[src/rtl/pc_pkg.sv]
// Shared types for the program-counter unit: redirect-source encoding and RAS sizing.
// Imported by pc_unit and pc_ras.
package pc_pkg;

    // Winning redirect source for a cycle, as chosen by the priority encoder.
    typedef enum logic [2:0] {
        SEQ,
        BRANCH,
        JUMP,
        CALL,
        RET,
        HOLD
    } redirect_t;

    // Pointer width for a RAS of the given depth (depth is a power of two >= 2).
    function automatic int ras_ptr_w(input int depth);
        return (depth > 1) ? $clog2(depth) : 1;
    endfunction

    localparam int RAS_DEPTH_DEFAULT = 4;
    localparam int RAS_PTR_W_DEFAULT = ras_ptr_w(RAS_DEPTH_DEFAULT);

endpackage

[src/rtl/pc_ras.sv]
// Circular return-address stack: a push on a full stack overwrites the oldest entry.
// Single-cycle push/pop; overflow/underflow are registered one-cycle pulses.
module pc_ras
    import pc_pkg::*;
#(
    parameter int WIDTH     = 8,
    parameter int RAS_DEPTH = 4
) (
    input  logic                          clk,
    input  logic                          reset,
    input  logic                          push,
    input  logic                          pop,
    input  logic [WIDTH-1:0]              push_data,
    output logic [WIDTH-1:0]              top,
    output logic [ras_ptr_w(RAS_DEPTH):0] count,
    output logic                          overflow,
    output logic                          underflow
);

    localparam int PTR_W = ras_ptr_w(RAS_DEPTH);
    localparam logic [PTR_W:0] FULL_COUNT = (PTR_W + 1)'(RAS_DEPTH);

    logic [WIDTH-1:0] mem [RAS_DEPTH];
    logic [PTR_W-1:0] top_ptr;
    logic [PTR_W-1:0] push_ptr;
    logic             full;
    logic             empty;

    assign push_ptr = top_ptr + 1'b1;
    assign full     = (count == FULL_COUNT);
    assign empty    = (count == '0);
    assign top      = mem[top_ptr];

    // Pointer wraps freely, so the newest RAS_DEPTH entries always survive an overflow.
    always_ff @(posedge clk or posedge reset) begin
        if (reset) begin
            top_ptr   <= '0;
            count     <= '0;
            overflow  <= 1'b0;
            underflow <= 1'b0;
        end else begin
            overflow  <= push && full;
            underflow <= pop && !push && empty;
            if (push) begin
                top_ptr <= push_ptr;
                if (!full) begin
                    count <= count + 1'b1;
                end
            end else if (pop && !empty) begin
                top_ptr <= top_ptr - 1'b1;
                count   <= count - 1'b1;
            end
        end
    end

    always_ff @(posedge clk) begin
        if (push) begin
            mem[push_ptr] <= push_data;
        end
    end

endmodule

[src/rtl/pc_unit.sv]
// Fetch program counter with stall, branch, jump and call/return redirects.
// pc_next is combinational; pc, RAS state and the RAS pulses update on the next clk edge.
module pc_unit
    import pc_pkg::*;
#(
    parameter int               WIDTH     = 8,
    parameter int               STEP      = 1,
    parameter logic [WIDTH-1:0] RESET_VEC = '0,
    parameter int               RAS_DEPTH = 4
) (
    input  logic                        clk,
    input  logic                        reset,
    input  logic                        stall,
    input  logic                        branch_taken,
    input  logic [WIDTH-1:0]            branch_offset,
    input  logic                        jump,
    input  logic                        call,
    input  logic                        ret,
    input  logic [WIDTH-1:0]            jump_target,
    output logic [WIDTH-1:0]            pc,
    output logic [WIDTH-1:0]            pc_next,
    output logic [$clog2(RAS_DEPTH):0]  ras_count,
    output logic                        ras_overflow,
    output logic                        ras_underflow
);

    localparam logic [WIDTH-1:0] STEP_W = WIDTH'(STEP);

    redirect_t        source;
    logic [WIDTH-1:0] pc_seq;
    logic [WIDTH-1:0] pc_branch;
    logic [WIDTH-1:0] ras_top;
    logic             ras_push;
    logic             ras_pop;

    always_comb begin
        source = SEQ;
        if (stall) begin
            source = HOLD;
        end else if (ret) begin
            source = RET;
        end else if (call) begin
            source = CALL;
        end else if (jump) begin
            source = JUMP;
        end else if (branch_taken) begin
            source = BRANCH;
        end
    end

    // Adding the raw offset bits is two's-complement addition modulo 2^WIDTH.
    assign pc_seq    = pc + STEP_W;
    assign pc_branch = pc + branch_offset;

    always_comb begin
        pc_next = pc_seq;
        case (source)
            HOLD:       pc_next = pc;
            RET:        pc_next = (ras_count != '0) ? ras_top : pc_seq;
            CALL, JUMP: pc_next = jump_target;
            BRANCH:     pc_next = pc_branch;
            default:    pc_next = pc_seq;
        endcase
    end

    assign ras_push = (source == CALL);
    assign ras_pop  = (source == RET);

    always_ff @(posedge clk or posedge reset) begin
        if (reset) begin
            pc <= RESET_VEC;
        end else begin
            pc <= pc_next;
        end
    end

    pc_ras #(
        .WIDTH     (WIDTH),
        .RAS_DEPTH (RAS_DEPTH)
    ) u_ras (
        .clk       (clk),
        .reset     (reset),
        .push      (ras_push),
        .pop       (ras_pop),
        .push_data (pc_seq),
        .top       (ras_top),
        .count     (ras_count),
        .overflow  (ras_overflow),
        .underflow (ras_underflow)
    );

endmodule

[config.mk]
export PLATFORM = sky130hd
export DESIGN_NAME = pc_unit
export DESIGN_NICKNAME = d
export VERILOG_FILES = /design/src/rtl/pc_pkg.sv /design/src/rtl/pc_ras.sv /design/src/rtl/pc_unit.sv
export SDC_FILE = /design/constraint.sdc
export NUM_CORES = 1
export LEC_CHECK = 0
export ABC_AREA = 1
export CAP_MARGIN = 20
export CORE_MARGIN = 2
export CORE_UTILIZATION = 50
export CTS_CLUSTER_SIZE = 16
export DETAILED_ROUTE_END_ITERATION = 8
export GPL_ROUTABILITY_DRIVEN = 0
export GPL_TIMING_DRIVEN = 0
export PLACE_DENSITY = 0.75
export SYNTH_ARGS = -nofsm -noshare
export SYNTH_HDL_FRONTEND = slang
export SYNTH_SLANG_ARGS = --single-unit
[constraint.sdc]
create_clock -name clk -period 3.9 [get_ports clk]
set_clock_uncertainty 0.05 [all_clocks]
set_input_delay 0.78 -clock clk [delete_from_list [all_inputs] [get_ports clk]]
set_output_delay 0.78 -clock clk [all_outputs]
set_load 0.05 [all_outputs]
==> Word-level counts from Yosys, hierarchy flattened <==
Memory sizes are Yosys's and may differ from the RTL's.
Index checks and enable logic that the tools add are counted.
{ "classes": {"muxes": 14, "eq_ne": 7, "add_sub_neg": 6, "reduce_logical": 11} }
{ "op_table": {"columns": ["cell", "count"], "rows": [
  ["$pmux 8 s4", 1],
  ["$mux 3", 5],
  ["$eq 3x3->1 const B", 3],
  ["$add 8x1->8 const B", 1],
  ["$add 8x8->8", 1],
  ["$mux 2", 4],
  ["$mux 8", 1],
  ["$eq 3x2->1 const B", 2],
  ["$logic_and 1x1->1", 4],
  ["$add 3x1->3 const B", 1],
  ["$eq 3x1->1 const B", 1],
  ["$logic_not 3->1", 1],
  ["$mux 1", 3],
  ["$reduce_bool 3->1", 1],
  ["$sub 3x1->3 const B", 1],
  ["$add 2x1->2 const B", 1],
  ["$logic_not 1->1", 2],
  ["$ne 2x2->1 const B", 1],
  ["$reduce_and 2->1", 1],
  ["$reduce_bool 2->1", 1],
  ["$reduce_or 2->1", 1],
  ["$sub 2x1->2 const B", 1]
]} }
{ "totals": {"word_cells": 44, "ff_bits": 15, "inputBits": 23, "ram_bits": 32, "memories": 1} }
{ "memory_table": {"columns": ["name", "words", "word_bits", "rd", "rd_clocked_by_memory_dff", "write_ports", "line_no", "rtl"], "rows": [
  ["u_ras.mem", 4, 8, 1, 0, 1, "pc_ras.sv:23", "logic [WIDTH-1:0] mem [RAS_DEPTH];"]
]} }

==> Longest topological paths before layout <==
Gate-level depths: netlist of run 1.
{ "logic_depth": {"depth_word": 9, "ltp_mapped": 11} }

==> Cells and area by module <==
Synthesis of run 1 repeated with hierarchy kept, for this count alone.
{ "unflattened": {"hier_cells": 334, "area_unflattened_um2": 2937.8} }
{ "modules_own_cells": {"columns": ["mod", "area_each_um2", "instances", "cells_per_inst", "seq_area_each_um2"], "rows": [
  ["pc_ras", 1789.2, 1, 139, 1136.1],
  ["pc_unit", 1148.6, 1, 195, 200.2]
]} }

==> Worst setup path after synthesis of run 1 <==
Ideal clock, no wire load.
{ "synth_timing": {"kind": "in2out", "start": "input branch_offset[0]", "end": "output pc_next[6]", "path_stages": 9, "required_ns": 3.070, "arrival_time_ns": 2.165, "path_slack_ns": 0.905, "path_cell_list": "ha_1 fa_1 nand2_1 nand2_1 nand3b_1 nand2_1 nand2_1 nand3_1 nand3_1"} }
{ "synth_between": {"elab_chain_len": 2} }
{ "synth_lines": {"columns": ["element", "line_no", "rtl"], "rows": [
  ["start: declaration", "pc_unit.sv:15", "input logic [WIDTH-1:0] branch_offset,"],
  ["$add 8x8->8", "pc_unit.sv:53", "assign pc_branch = pc + branch_offset;"],
  ["$pmux 8 s4", "pc_unit.sv:57", "case (source)"],
  ["end: declaration", "pc_unit.sv:21", "output logic [WIDTH-1:0] pc_next,"]
]} }
No other way between the ends.

==> Worst setup path in the final report of run 1 <==
Ends and elaborated chain as after synthesis.

==> run_results.csv, run 1 <==
group,metric,value,unit
placed_design,dpl_cell_area,0.00330,mm2
yosys,syn_area_per_cell,8.93,um2
clock_network,cts_setup_buffers,0,
sta,max_clock_freq,266,MHz
worst_setup_path,arrival,2930,ps
yosys,yosysMostFrequentCell,"nand2_1",
sta,min_period,3760,ps
yosys,synth_top_cells_by_count,"83 x nand2_1, 36 x inv_1, 35 x nand3_1, 32 x edfxtp_1, 27 x nor2_1",
drt,drt-wirelength-per-cell,13.7,um
die,start_util,0.514,
global_routing,antenna_found_initial,0,
drt,ant_nets,0,
worst_setup_path,worstSetupEndpoint,"pc_next[6]",
yosys,netlist.area_leader.share,0.344,
sta,drv_slew,0,
cells_and_area,drive_gt1_frac,0.124,
worst_setup_path,worst_r2r_path_depth,6,
clock_network,clock_latency,290,ps
worst_setup_path,cp_max_fo,3,
power,leakagePower,1.59,nW
yosys,postSynthCellCount,313,
cells_and_area,layout.nets,399,
cells_and_area,post-route-util,0.630,
clock_network,path_clk_slew,80,ps
drt,wl,5950,um
run_status,status,"complete, no violations",
clock_network,htree_levels,2,
placed_design,port_buffers,42,
die,pin_count,44,
sta,finalSetupViolCount,0,
yosys,yosys-top-cells-area,"edfxtp_1 34%, dfrtp_1 13%, nand2_1 11%, nand3_1 6.3%, ha_1 5.4%",
drt,drtPass1Iterations,4,
clock_network,root_buffer,"clkbuf_8",
clock_network,clock_sinks,47,
worst_setup_path,critPathLaunch,"branch_offset[0]",
yosys,syn-num-nets,350,
global_routing,gr-usage-all-layers,0.207,
worst_hold_path,hp-class,"flop to flop",
worst_setup_path,r2r_slack,1830,ps
cells_and_area,fillers,474,
die,die-area,0.00620,mm2
drt,drc,0,
clock_network,holdBufCountCts,0,
sta,rsz0062_at_grt,"no",
die,rows,27,
drt,num_vias,2187,
sta,worst_slew_pin_slew,800,ps
yosys,yosys.area.top_type,"edfxtp_1",
die,fp.dieW,78.8,um
die,coreArea,0.00544,mm2
sta,period_share,0.964,
worst_setup_path,setup.worst_path.class,"primary input to primary output",
cells_and_area,diodes,0,
power,power_density,755,mW/mm2
worst_setup_path,critical_path.most_common_cell,"nand2_1",
placed_design,dp_hpwl,4540,um
global_routing,grt_overflow,0,
power,swShare,0.476,
global_routing,grt_max_degree,16,
die,die_h,78.8,um
power,p_int,0.00135,W
clock_network,ctsResizeCount,1,
sta,hold_violations,0,
clock_network,cts_tree,"done",
sta,slew_headroom,0.465,
yosys,ys_seq_area_frac,0.478,
clock_network,cts_made_buffers,5,
worst_setup_path,cp-start-kind,"primary input",
global_routing,grt_pass1_vias,2117,
cells_and_area,area_growth,22.7,%
yosys,yosysUniqueCellTypes,32,
power,clock_power_share,0.133,
worst_setup_path,critPathSlowestCell,"clkdlybuf4s15_1",
global_routing,grt_pass1_wl,9800,um
drt,drt_iter0_drc,165,
power,netSwitchingPower,0.00123,W
drt,via_per_inst,5.03,
worst_setup_path,worstSetupEndpointType,"primary output",
worst_setup_path,path_cells,"clkdlybuf4s50_1 -> ha_1 -> fa_1 -> nand2_1 -> nand2_1 -> nand3b_1 -> nand2_1 -> nand2_1 -> nand3_1 -> nand3_1 -> clkdlybuf4s15_1",
worst_setup_path,worstReg2RegEnd,"u_ras.mem[3][1]",
sta,holdWs,488,ps
power,combPwrFrac,0.551,
cells_and_area,fin_area,0.00343,mm2
yosys,ys_warn_count,0,
sta,tns,0,ps
clock_network,clockBufferDepth,2,
worst_setup_path,r2r-start,"u_ras.top_ptr[0]",
yosys,synth_edf_count,32,
worst_setup_path,required,3070,ps
power,peakVddDrop,0.599,mV
yosys,synthesis.area,0.00279,mm2
yosys,synth_flop_cell,"edfxtp_1",
yosys,synthArstFlopShare,0.319,
yosys,ys_ff_latch,47,
power,seqPwrFrac,0.316,
worst_setup_path,slowest_delay,510,ps
power,power,0.00259,W
run,maxCapViolCount,0,
worst max-delay path: cells and delay by family:
family / cells / cell delay [ps]
and+or+nand+nor: 7 / 620
buffers and inverters: 2 / 910
adders and majority gates: 2 / 620
routing by layer:
metal	vias up	share of wire	global-route usage
li1	1113	-	-
met1	1019	0.45	0.270
met2	50	0.50	0.357
met3	5	0.039	0.0307
met4	0	0.012	0.0667
met5	-	0	0
state kept, by name, summed over array words and instances (netlist names):
signal / cells
u_ras.overflow: 1
u_ras.mem: 32
u_ras.count: 3
pc: 8
u_ras.underflow: 1
u_ras.top_ptr: 2
through the flow:
stage / instances / setup slack [ps]
floorplan: 313 / 905
CTS: 435 / 7.82
global route: 435 / 13.0
detailed placement: 427 / -152
global placement: 427 / -121
finish: 435 / 139
worst min-delay path by stage:
stage                     end  depth (start not counted)            from  slack (ps)
5_1_grt        u_ras.count[0]                          1  u_ras.count[0]         540
6_report       u_ras.count[2]                          2  u_ras.count[2]         490
2_1_floorplan           pc[0]                          1           reset         630
4_1_cts        u_ras.count[2]                          2  u_ras.count[2]         490
3_5_place_dp   u_ras.count[2]                          2  u_ras.count[2]         470
3_3_place_gp   u_ras.count[2]                          2  u_ras.count[2]         470
power by group through the flow:
stage                     Clock (W)  Combinational [W]  Sequential (W)
after floorplan                   0           0.000831         0.00100
after global placement            0            0.00140        0.000826
after detailed placement          0            0.00143        0.000826
after CTS                  0.000353            0.00143        0.000817
after global routing       0.000373            0.00157        0.000829
final                      0.000345            0.00143        0.000817
placed cells by master (no fill, tap or decap), types with 3 or more instances in the layout:
master / Yosys / final
edfxtp_1: 32 / 32
xor2_1: 7 / 7
nand4_1: 3 / 3
clkdlybuf4s50_1: 0 / 35
ha_1: 12 / 12
clkbuf_8: 0 / 5
a21oi_1: 7 / 7
o21ai_0: 9 / 9
nor2_1: 27 / 27
nand3_2: 7 / 7
inv_1: 36 / 36
nand2_2: 4 / 4
buf_6: 3 / 3
dfrtp_1: 15 / 15
inv_4: 3 / 3
dlymetal6s2s_1: 0 / 6
nand3_1: 35 / 35
nor2_4: 3 / 3
nand2_4: 6 / 6
nand2_1: 83 / 83
kinds of logic after synthesis:
group | after synthesis | share of synthesized area
compound gates | 22 | 0.0457
xor+xnor | 7 | 0.0219
fa+ha+maj | 14 | 0.0681
buf+inv | 48 | 0.0775
flops | 47 | 0.478
simple gates | 175 | 0.309
area by class of cell:
cell class              instances  area (um2)  area share
flip-flops and latches         47        1340       0.390
multi-input cells             218        1240       0.362
repair buffers                 42         435       0.127
inverters                      42         165      0.0482
well taps                      72        90.1      0.0263
clock buffers                   5        68.8      0.0201
plain buffers                   6        51.3      0.0150
clock inverters                 3        38.8      0.0113
Power figures use the tool's default switching activity.
==> run 2: changes to the inputs <==
--- a/config.mk
+++ b/config.mk
@@ -6,7 +6,6 @@
 export NUM_CORES = 1
 export LEC_CHECK = 0
 export ABC_AREA = 1
-export CAP_MARGIN = 20
 export CORE_MARGIN = 2
 export CORE_UTILIZATION = 50
 export CTS_CLUSTER_SIZE = 16
==> results of run 2 <==
No change in the layout: final DEF, timing and power equal those of run 1.
